==> src/rtl/memory_pkg.sv <==
// Shared types and constants for the MEM stage.
// Bus FSM states, abort codes and the MEM/WB bundle.
package memory_pkg;

  typedef enum logic {
    IDLE = 1'b0,
    WAIT = 1'b1
  } mstate_t;

  localparam logic [1:0] ERR_NONE     = 2'b00;
  localparam logic [1:0] ERR_MISALIGN = 2'b01;
  localparam logic [1:0] ERR_TIMEOUT  = 2'b10;

  typedef struct packed {
    logic        reg_write;
    logic        result_src;
    logic [4:0]  rd;
    logic [31:0] pc_plus4;
    logic [31:0] alu_result;
    logic [31:0] read_data;
    logic        err;
    logic [1:0]  err_code;
  } mem_wb_t;

  function automatic logic word_aligned(
    input logic [31:0] addr
  );
    return addr[1:0] == 2'b00;
  endfunction

endpackage

==> src/rtl/memory_cycle_dmem_bus_ctrl.sv <==
// Data-memory handshake control for the MEM stage.
// Tracks wait cycles and decides req, stall and abort.
module dmem_bus_ctrl
  import memory_pkg::*;
#(
  parameter int TIMEOUT = 16,
  parameter int CNT_W   = 5
) (
  input  logic       clk_i,
  input  logic       rst_ni,
  input  logic       access_i,
  input  logic       aligned_i,
  input  logic       ack_i,
  output logic       req_o,
  output logic       stall_o,
  output logic       abort_o,
  output logic [1:0] err_code_o
);

  localparam logic             TMO_EN  = (TIMEOUT != 0);
  localparam logic [CNT_W-1:0] TMO_CNT = CNT_W'(TIMEOUT);
  localparam logic [CNT_W-1:0] CNT_MAX = '1;

  mstate_t          state_q, state_d;
  logic [CNT_W-1:0] cnt_q, cnt_d;
  logic             tmo_hit;

  // State and wait counter, synchronous active-low reset
  always_ff @(posedge clk_i) begin
    if (!rst_ni) begin
      state_q <= IDLE;
      cnt_q   <= '0;
    end else begin
      state_q <= state_d;
      cnt_q   <= cnt_d;
    end
  end

  // Next state: enter WAIT on an unacked request, leave on ack or abort
  always_comb begin
    state_d = state_q;
    cnt_d   = cnt_q;
    unique case (state_q)
      IDLE: begin
        if (req_o && !ack_i) begin
          state_d = WAIT;
          cnt_d   = CNT_W'(1);
        end
      end
      WAIT: begin
        if (ack_i || abort_o) begin
          state_d = IDLE;
          cnt_d   = '0;
        end else if ((!TMO_EN || cnt_q != TMO_CNT) &&
                     cnt_q != CNT_MAX) begin
          cnt_d = cnt_q + CNT_W'(1);
        end
      end
      default: begin
        state_d = IDLE;
        cnt_d   = '0;
      end
    endcase
  end

  // Outputs: ack beats timeout; reset silences the bus
  always_comb begin
    tmo_hit    = TMO_EN && (cnt_q == TMO_CNT) && !ack_i;
    abort_o    = access_i && (!aligned_i || tmo_hit);
    req_o      = rst_ni && access_i && aligned_i && !abort_o;
    stall_o    = req_o && !ack_i;
    err_code_o = ERR_NONE;
    if (abort_o) begin
      err_code_o = aligned_i ? ERR_TIMEOUT : ERR_MISALIGN;
    end
  end

endmodule

==> src/rtl/memory_cycle.sv <==
// MEM stage of the RV32I pipeline.
// Drives the data bus and owns the MEM/WB register.
module memory_cycle
  import memory_pkg::*;
#(
  parameter int TIMEOUT = 16,
  parameter int CNT_W   = 5
) (
  input  logic        clk,
  input  logic        rst,
  input  logic        RegWriteM,
  input  logic        MemWriteM,
  input  logic        ResultSrcM,
  input  logic [4:0]  RD_M,
  input  logic [31:0] PCPlus4M,
  input  logic [31:0] WriteDataM,
  input  logic [31:0] ALU_ResultM,
  output logic        dmem_req,
  output logic        dmem_we,
  output logic [31:0] dmem_addr,
  output logic [31:0] dmem_wdata,
  input  logic [31:0] dmem_rdata,
  input  logic        dmem_ack,
  output logic        StallM,
  output logic        RegWriteW,
  output logic        ResultSrcW,
  output logic [4:0]  RD_W,
  output logic [31:0] PCPlus4W,
  output logic [31:0] ALU_ResultW,
  output logic [31:0] ReadDataW,
  output logic        ErrW,
  output logic [1:0]  ErrCodeW
);

  logic       access;
  logic       aligned;
  logic       abort;
  logic [1:0] err_code;
  mem_wb_t    wb_q, wb_d;

  assign access     = MemWriteM | ResultSrcM;
  assign aligned    = word_aligned(ALU_ResultM);
  assign dmem_we    = MemWriteM;
  assign dmem_addr  = ALU_ResultM;
  assign dmem_wdata = WriteDataM;

  dmem_bus_ctrl #(
    .TIMEOUT (TIMEOUT),
    .CNT_W   (CNT_W)
  ) u_bus (
    .clk_i      (clk),
    .rst_ni     (rst),
    .access_i   (access),
    .aligned_i  (aligned),
    .ack_i      (dmem_ack),
    .req_o      (dmem_req),
    .stall_o    (StallM),
    .abort_o    (abort),
    .err_code_o (err_code)
  );

  // MEM/WB next value: bubble on stall, error bubble on abort
  always_comb begin
    wb_d = '0;
    unique case (1'b1)
      StallM: wb_d = '0;
      abort: begin
        wb_d.err      = 1'b1;
        wb_d.err_code = err_code;
      end
      default: begin
        wb_d.reg_write  = RegWriteM;
        wb_d.result_src = ResultSrcM;
        wb_d.rd         = RD_M;
        wb_d.pc_plus4   = PCPlus4M;
        wb_d.alu_result = ALU_ResultM;
        if (ResultSrcM && dmem_ack) begin
          wb_d.read_data = dmem_rdata;
        end
      end
    endcase
  end

  // MEM/WB register, synchronous active-low reset
  always_ff @(posedge clk) begin
    if (!rst) begin
      wb_q <= '0;
    end else begin
      wb_q <= wb_d;
    end
  end

  assign RegWriteW   = wb_q.reg_write;
  assign ResultSrcW  = wb_q.result_src;
  assign RD_W        = wb_q.rd;
  assign PCPlus4W    = wb_q.pc_plus4;
  assign ALU_ResultW = wb_q.alu_result;
  assign ReadDataW   = wb_q.read_data;
  assign ErrW        = wb_q.err;
  assign ErrCodeW    = wb_q.err_code;

endmodule

==> config.mk <==
export PLATFORM = sky130hd
export DESIGN_NAME = memory_cycle
export DESIGN_NICKNAME = d
export VERILOG_FILES = /design/src/rtl/memory_pkg.sv /design/src/rtl/memory_cycle_dmem_bus_ctrl.sv /design/src/rtl/memory_cycle.sv
export SDC_FILE = /design/constraint.sdc
export NUM_CORES = 1
export LEC_CHECK = 0
export CORE_AREA = 2 2 122 124
export DETAILED_ROUTE_END_ITERATION = 8
export DIE_AREA = 0 0 124 126
export PLACE_DENSITY = 0.73
export REMOVE_ABC_BUFFERS = 1
export SLEW_MARGIN = 20
export SYNTH_ARGS = -nofsm -noshare
export SYNTH_HDL_FRONTEND = slang
export SYNTH_HIERARCHICAL = 1
export SYNTH_SLANG_ARGS = --single-unit
export TNS_END_PERCENT = 20
==> constraint.sdc <==
create_clock -name clk -period 5.76 [get_ports clk]
set_input_delay 1.728 -clock clk [delete_from_list [all_inputs] [get_ports clk]]
set_output_delay 1.728 -clock clk [all_outputs]
set_load 0.03 [all_outputs]
### Word level (Yosys, flattened, before mapping)

Index checks and enable logic that the tools add are counted.
W data, S select, Z words.

| word-level totals | value |
|---|---|
| input bits | 139 |
| bits in read-only memories | 0 |
| latch bits | 0 |
| memories | 0 |
| output and inout bits | 173 |
| logic and storage cells | 47 |
| bits in writable memories | 0 |
| register bits | 112 |

| cells by class | value |
|---|---|
| bitwise logic cells | 4 |
| $add $sub $neg | 1 |
| eq/ne operators | 5 |
| mux-type cells | 9 |
| shift-type cells | 0 |
| magnitude comparators | 0 |
| reduce and logical (&&, ||, !) cells | 18 |
| multiply operators | 0 |
| divide/modulo/power cells | 0 |

Operators with widths:

| kind | count |
|---|---|
| $mux W5 | 3 |
| $ne A5 B5 Y1 const B | 2 |
| $pmux W5 S2 | 1 |
| $logic_and A1 B1 Y1 | 8 |
| $add A5 B1 Y5 const B | 1 |
| $eq A5 B5 Y1 const B | 1 |
| $reduce_and A2 Y1 | 2 |
| $reduce_or A4 Y1 | 1 |
| $logic_not A1 Y1 | 3 |
| $mux W3 | 1 |
| $ne A3 B3 Y1 const B | 1 |
| $not A1 Y1 | 3 |
| $reduce_or A3 Y1 | 1 |
| $logic_not A2 Y1 | 1 |
| $logic_or A1 B1 Y1 | 2 |
| $mux W1 | 2 |
| $mux W2 | 1 |
| $ne A2 B2 Y1 const B | 1 |
| $pmux W1 S2 | 1 |
| $or A1 B1 Y1 | 1 |

### Depth between registers and ports, before layout

Gate-level depths: netlist of run 1.

| logic depth | value |
|---|---|
| depth after elaboration | 9 |
| depth in mapped cells | 8 |
| mapped depth without buffers | 8 |

### By module

Netlist of run 1, hierarchy kept.

By module, submodules not included:

| module | instances | seq. area each (µm²) | area each (µm²) | cells each |
|---|---|---|---|---|
| memory_cycle | 1 | 2122.0 | 3399.5 | 293 |
| dmem_bus_ctrl | 1 | 120.1 | 490.5 | 54 |

### Worst setup path after synthesis of run 1

Ideal clock, no wire load.

| timing | value |
|---|---|
| path kind | input port to output port |
| start point | input port ALU_ResultM[1] |
| end point | output port StallM |
| arrival | 3041 ps |
| required time | 4032 ps |
| path slack | 991 ps |
| path buffers | 0 |
| stages | 3 |
| path through | nor2_1 -> nand3_1 -> nor3_1 |

| between the ends | value |
|---|---|
| cells in the longest elaborated chain, start to end | 7 |
| elaborated cells on any way between the ends | 8 |
| classes of those cells | reduce/logical: 8 |

RTL lines:

| element | line | source |
|---|---|---|
| from (decl) | memory_cycle.sv:17 | `input logic [31:0] ALU_ResultM,` |
| $logic_not A2 Y1 (*) | memory_pkg.sv:28 | `return addr[1:0] == 2'b00;` |
| $logic_not A1 Y1 | memory_cycle_dmem_bus_ctrl.sv:69 | `abort_o = access_i && (!aligned_i \|\| tmo_hit);` |
| $logic_or A1 B1 Y1 | memory_cycle_dmem_bus_ctrl.sv:69 |  |
| $logic_and A1 B1 Y1 | memory_cycle_dmem_bus_ctrl.sv:69 |  |
| $logic_not A1 Y1 | memory_cycle_dmem_bus_ctrl.sv:70 | `req_o = rst_ni && access_i && aligned_i && !abort_o;` |
| $logic_and A1 B1 Y1 (*) | memory_cycle_dmem_bus_ctrl.sv:70 |  |
| $logic_and A1 B1 Y1 (*) | memory_cycle_dmem_bus_ctrl.sv:71 | `stall_o = req_o && !ack_i;` |
| to (decl) | memory_cycle.sv:24 | `output logic StallM,` |

Every way passes the cells marked *; elsewhere a longest branch is shown, timed or not.

### Final worst setup path of run 1

| timing | value |
|---|---|
| start point | input port ALU_ResultM[1] |
| end point | output port dmem_req |

| between the ends | value |
|---|---|
| cells in the longest elaborated chain, start to end | 6 |
| elaborated cells on any way between the ends | 7 |
| classes of those cells | reduce/logical: 7 |

RTL lines:

| element | line | source |
|---|---|---|
| $logic_not A2 Y1 (*) | memory_pkg.sv:28 |  |
| net aligned | memory_cycle.sv:36 | `logic aligned;` |
| $logic_not A1 Y1 | memory_cycle_dmem_bus_ctrl.sv:69 |  |
| $logic_or A1 B1 Y1 | memory_cycle_dmem_bus_ctrl.sv:69 |  |
| $logic_and A1 B1 Y1 | memory_cycle_dmem_bus_ctrl.sv:69 |  |
| $logic_not A1 Y1 | memory_cycle_dmem_bus_ctrl.sv:70 |  |
| $logic_and A1 B1 Y1 (*) | memory_cycle_dmem_bus_ctrl.sv:70 |  |
| to (decl) | memory_cycle.sv:18 | `output logic dmem_req,` |

Mark *: on every way through the listed nets, which the timed path passes. The rest lies on a longest branch.

==> metrics.md, run 1 <==
| Metric | Value |
|---|---|
| Run status | `complete, no violations` |
| Crit end category | `primary output` |
| Residual DRC | `0` |
| Post-synthesis cell type count | `37` |
| Gr usage total | `13.95%` |
| Routed Wire Length | `11,270 microns` |
| Top post-synthesis cells by area | `dfxtp_1 58%, buf_4 13%, and2_1 11%, and3_1 5.0%, clkbuf_2 1.0%` |
| Max-slew violations | `0` |
| Via/cell ratio | `4.131` |
| Most used DFF post-synth | `dfxtp_1` |
| Syn Area/Cell | `11.21 sq um` |
| Final setup viols | `0` |
| Router iterations before antenna repair | `4` |
| Startpoint Class | `input pin` |
| Lkg Pwr | `2.533 nW` |
| Max Cap Viol | `0` |
| Clock skew | `0.005498 ns` |
| Maximum clock rate | `189.3 MHz` |
| Number of CTS-inserted buffers | `9` |
| Total grt overflow | `0` |
| Final Wtd Congestion | `0.7771` |
| Vias in the first global route | `2,997` |
| Core Box Area | `14,310 sq um` |
| Yosys warns | `6` |
| Rel. slew slack | `63.95%` |
| Number of synthesized flops with an enable pin | `0` |
| Fin util | `44.22%` |
| PortBufs | `247` |
| I/O pin total | `312` |
| Setup TNS | `0 ns` |
| Antenna violations before repair | `0` |
| Worst-margin pin slew | `0.5366 ns` |
| Asr flop ratio synth | `0%` |
| RSZ-0062 raised after global routing | `false` |
| Number of nets in the layout | `670` |
| Crit-path max FO | `6` |
| Die Area | `15,620 sq um` |
| Clock-pin slew on the worst setup and hold paths | `0.07 ns` |
| Peak VDD IR | `0.1518 mV` |
| Placed inst area | `6035 sq um` |
| Final hold slack | `0.4859 ns` |
| Count leader, synth | `dfxtp_1` |
| Cell area after layout | `6330 sq um` |
| WS Path Type | `in -> out` |
| Hold Fails Final Rpt | `0` |
| CTS max path bufs | `2` |
| Share of cells above drive strength 1 | `6.391%` |
| Total number of vias | `2,958` |
| Cells after Synth | `347` |
| DRT iter0 DRCs | `53` |
| H-tree levels | `3` |
| Pwr Density | `268.5 nW/um^2` |
| Post-CTS Setup Inserts | `0` |
| DR WL/cell | `15.74 microns` |
| HPWL after detailed placement | `8923 microns` |
| Die Y | `126 microns` |
| Post-route ant nets | `0` |
| CTS tree | `done` |
| Area share of the largest cell type after synthesis | `57.64%` |
| Die X | `124 microns` |
| Syn-to-layout area delta | `62.72%` |
| FF+latch count, synth | `112` |
| WP data required | `4.03 ns` |
| Yosys top cell by area | `dfxtp_1` |
| Global-route wire length before repair | `16,190 microns` |
| Share of the clock period used by the worst path | `91.71%` |
| Row count | `44` |
| Root buf cell | `clkbuf_16` |
| Post_cts resized | `0` |
| Synth cell count leaders | `112 x dfxtp_1, 71 x and2_1, 65 x buf_4` |
| Seq/Total Area, Yosys | `57.64%` |
| Final min period | `5.283 ns` |
| Clock latency on the worst-skew pair | `0.34 ns` |
| CTS sink count | `112` |
| Initial Utilization | `27.18%` |
| Largest net degree at the start of global routing | `70` |
| CTS Hold Buffers Added | `0` |
| Arrival @ worst endpoint | `3.55 ns` |
| Mapped Area | `3890 sq um` |
| Antenna cells | `0` |
| Worst hold path type | `reg -> reg` |
[cell families (layout without fill, tap and decap cells)]
kind of cell / Yosys count / count (layout) / synth area share, %
fa+ha+maj: 3 / 3 / 0.9650
flops: 112 / 112 / 57.64
buf+inv: 83 / 268 / 15.15
simple gates: 136 / 136 / 23.29
compound gates: 13 / 13 / 2.960
[report_power, final]
group	switching [W]	leakage, nW	internal, W
combinational	0.000134	1.48	0.000145
clock	0.000274	0.139	0.000338
sequential	0.00000748	0.914	0.000801
total	0.000416	2.53	0.00128
[path summary, 6_finish.rpt]
check / startpoint / cells past startpoint / to / slack, ns
min: u_bus/cnt_q[1]$_SDFFE_PN0P_ / 2 / u_bus/cnt_q[1]$_SDFFE_PN0P_ / 0.49
max reg2reg: u_bus/cnt_q[0]$_SDFFE_PN0P_ / 8 / PCPlus4W[26]$_SDFF_PP0_ / 3.53
max: ALU_ResultM[1] / 5 / dmem_req / 0.48
min reg2reg: u_bus/cnt_q[1]$_SDFFE_PN0P_ / 2 / u_bus/cnt_q[1]$_SDFFE_PN0P_ / 0.49
[worst max-delay path, cell delays in order]
cell             delay, ns
clkdlybuf4s50_1       0.44
nor2_1                0.32
nand3_1               0.23
nor2_1                0.14
clkdlybuf4s50_1       0.69
[area by class of cell]
| type | instances | area (sq um) |
|---|---|---|
| multi-input combinational | 152 | 1059 |
| tap | 184 | 230.2 |
| clock buffer | 9 | 225.2 |
| fill | 1350 | 7984 |
| sequential | 112 | 2242 |
| inverter | 3 | 11.26 |
| timing repair buffer | 250 | 2492 |
| clock inverter | 6 | 70.07 |
[through the flow]
stage / total power, W / setup WS, ns / std cells
after floorplan: 0.0009139 / 0.9913 / 267
after global placement: 0.001105 / 0.5653 / 701
after detailed placement: 0.001108 / 0.5122 / 701
after CTS: 0.001736 / 0.5078 / 716
after global routing: 0.001772 / 0.4042 / 716
final: 0.001700 / 0.4774 / 716
[cell usage in the layout, fill, tap and decap left out, drive strengths merged, types with 4 or more instances in the layout]
| cell type | count |
|---|---|
| clkdlybuf4s50 | 246 |
| dfxtp | 112 |
| and2 | 72 |
| and3 | 36 |
| clkbuf | 9 |
| nand2 | 5 |
| buf | 4 |
| inv | 4 |
[metal layers]
metal	track usage [%]	share of wire, %
met5	2.632	0.50
met4	4.494	1.8
met3	10.33	16
met2	20.52	42
met1	15.48	40
[registers in the layout, summed over array words and instances (netlist names), 2 cells and up]
register	flops
ReadDataW	32
ALU_ResultW	32
PCPlus4W	32
ErrCodeW	2
RD_W	5
u_bus/cnt_q	5
Note: power is estimated with default switching activity, not from simulation.
==> run 2, diff against run 1 <==
Settings changed: CAP_MARGIN set to 0.
==> results of run 2 <==
The final DEF is identical to that of run 1; final timing and power are the same.
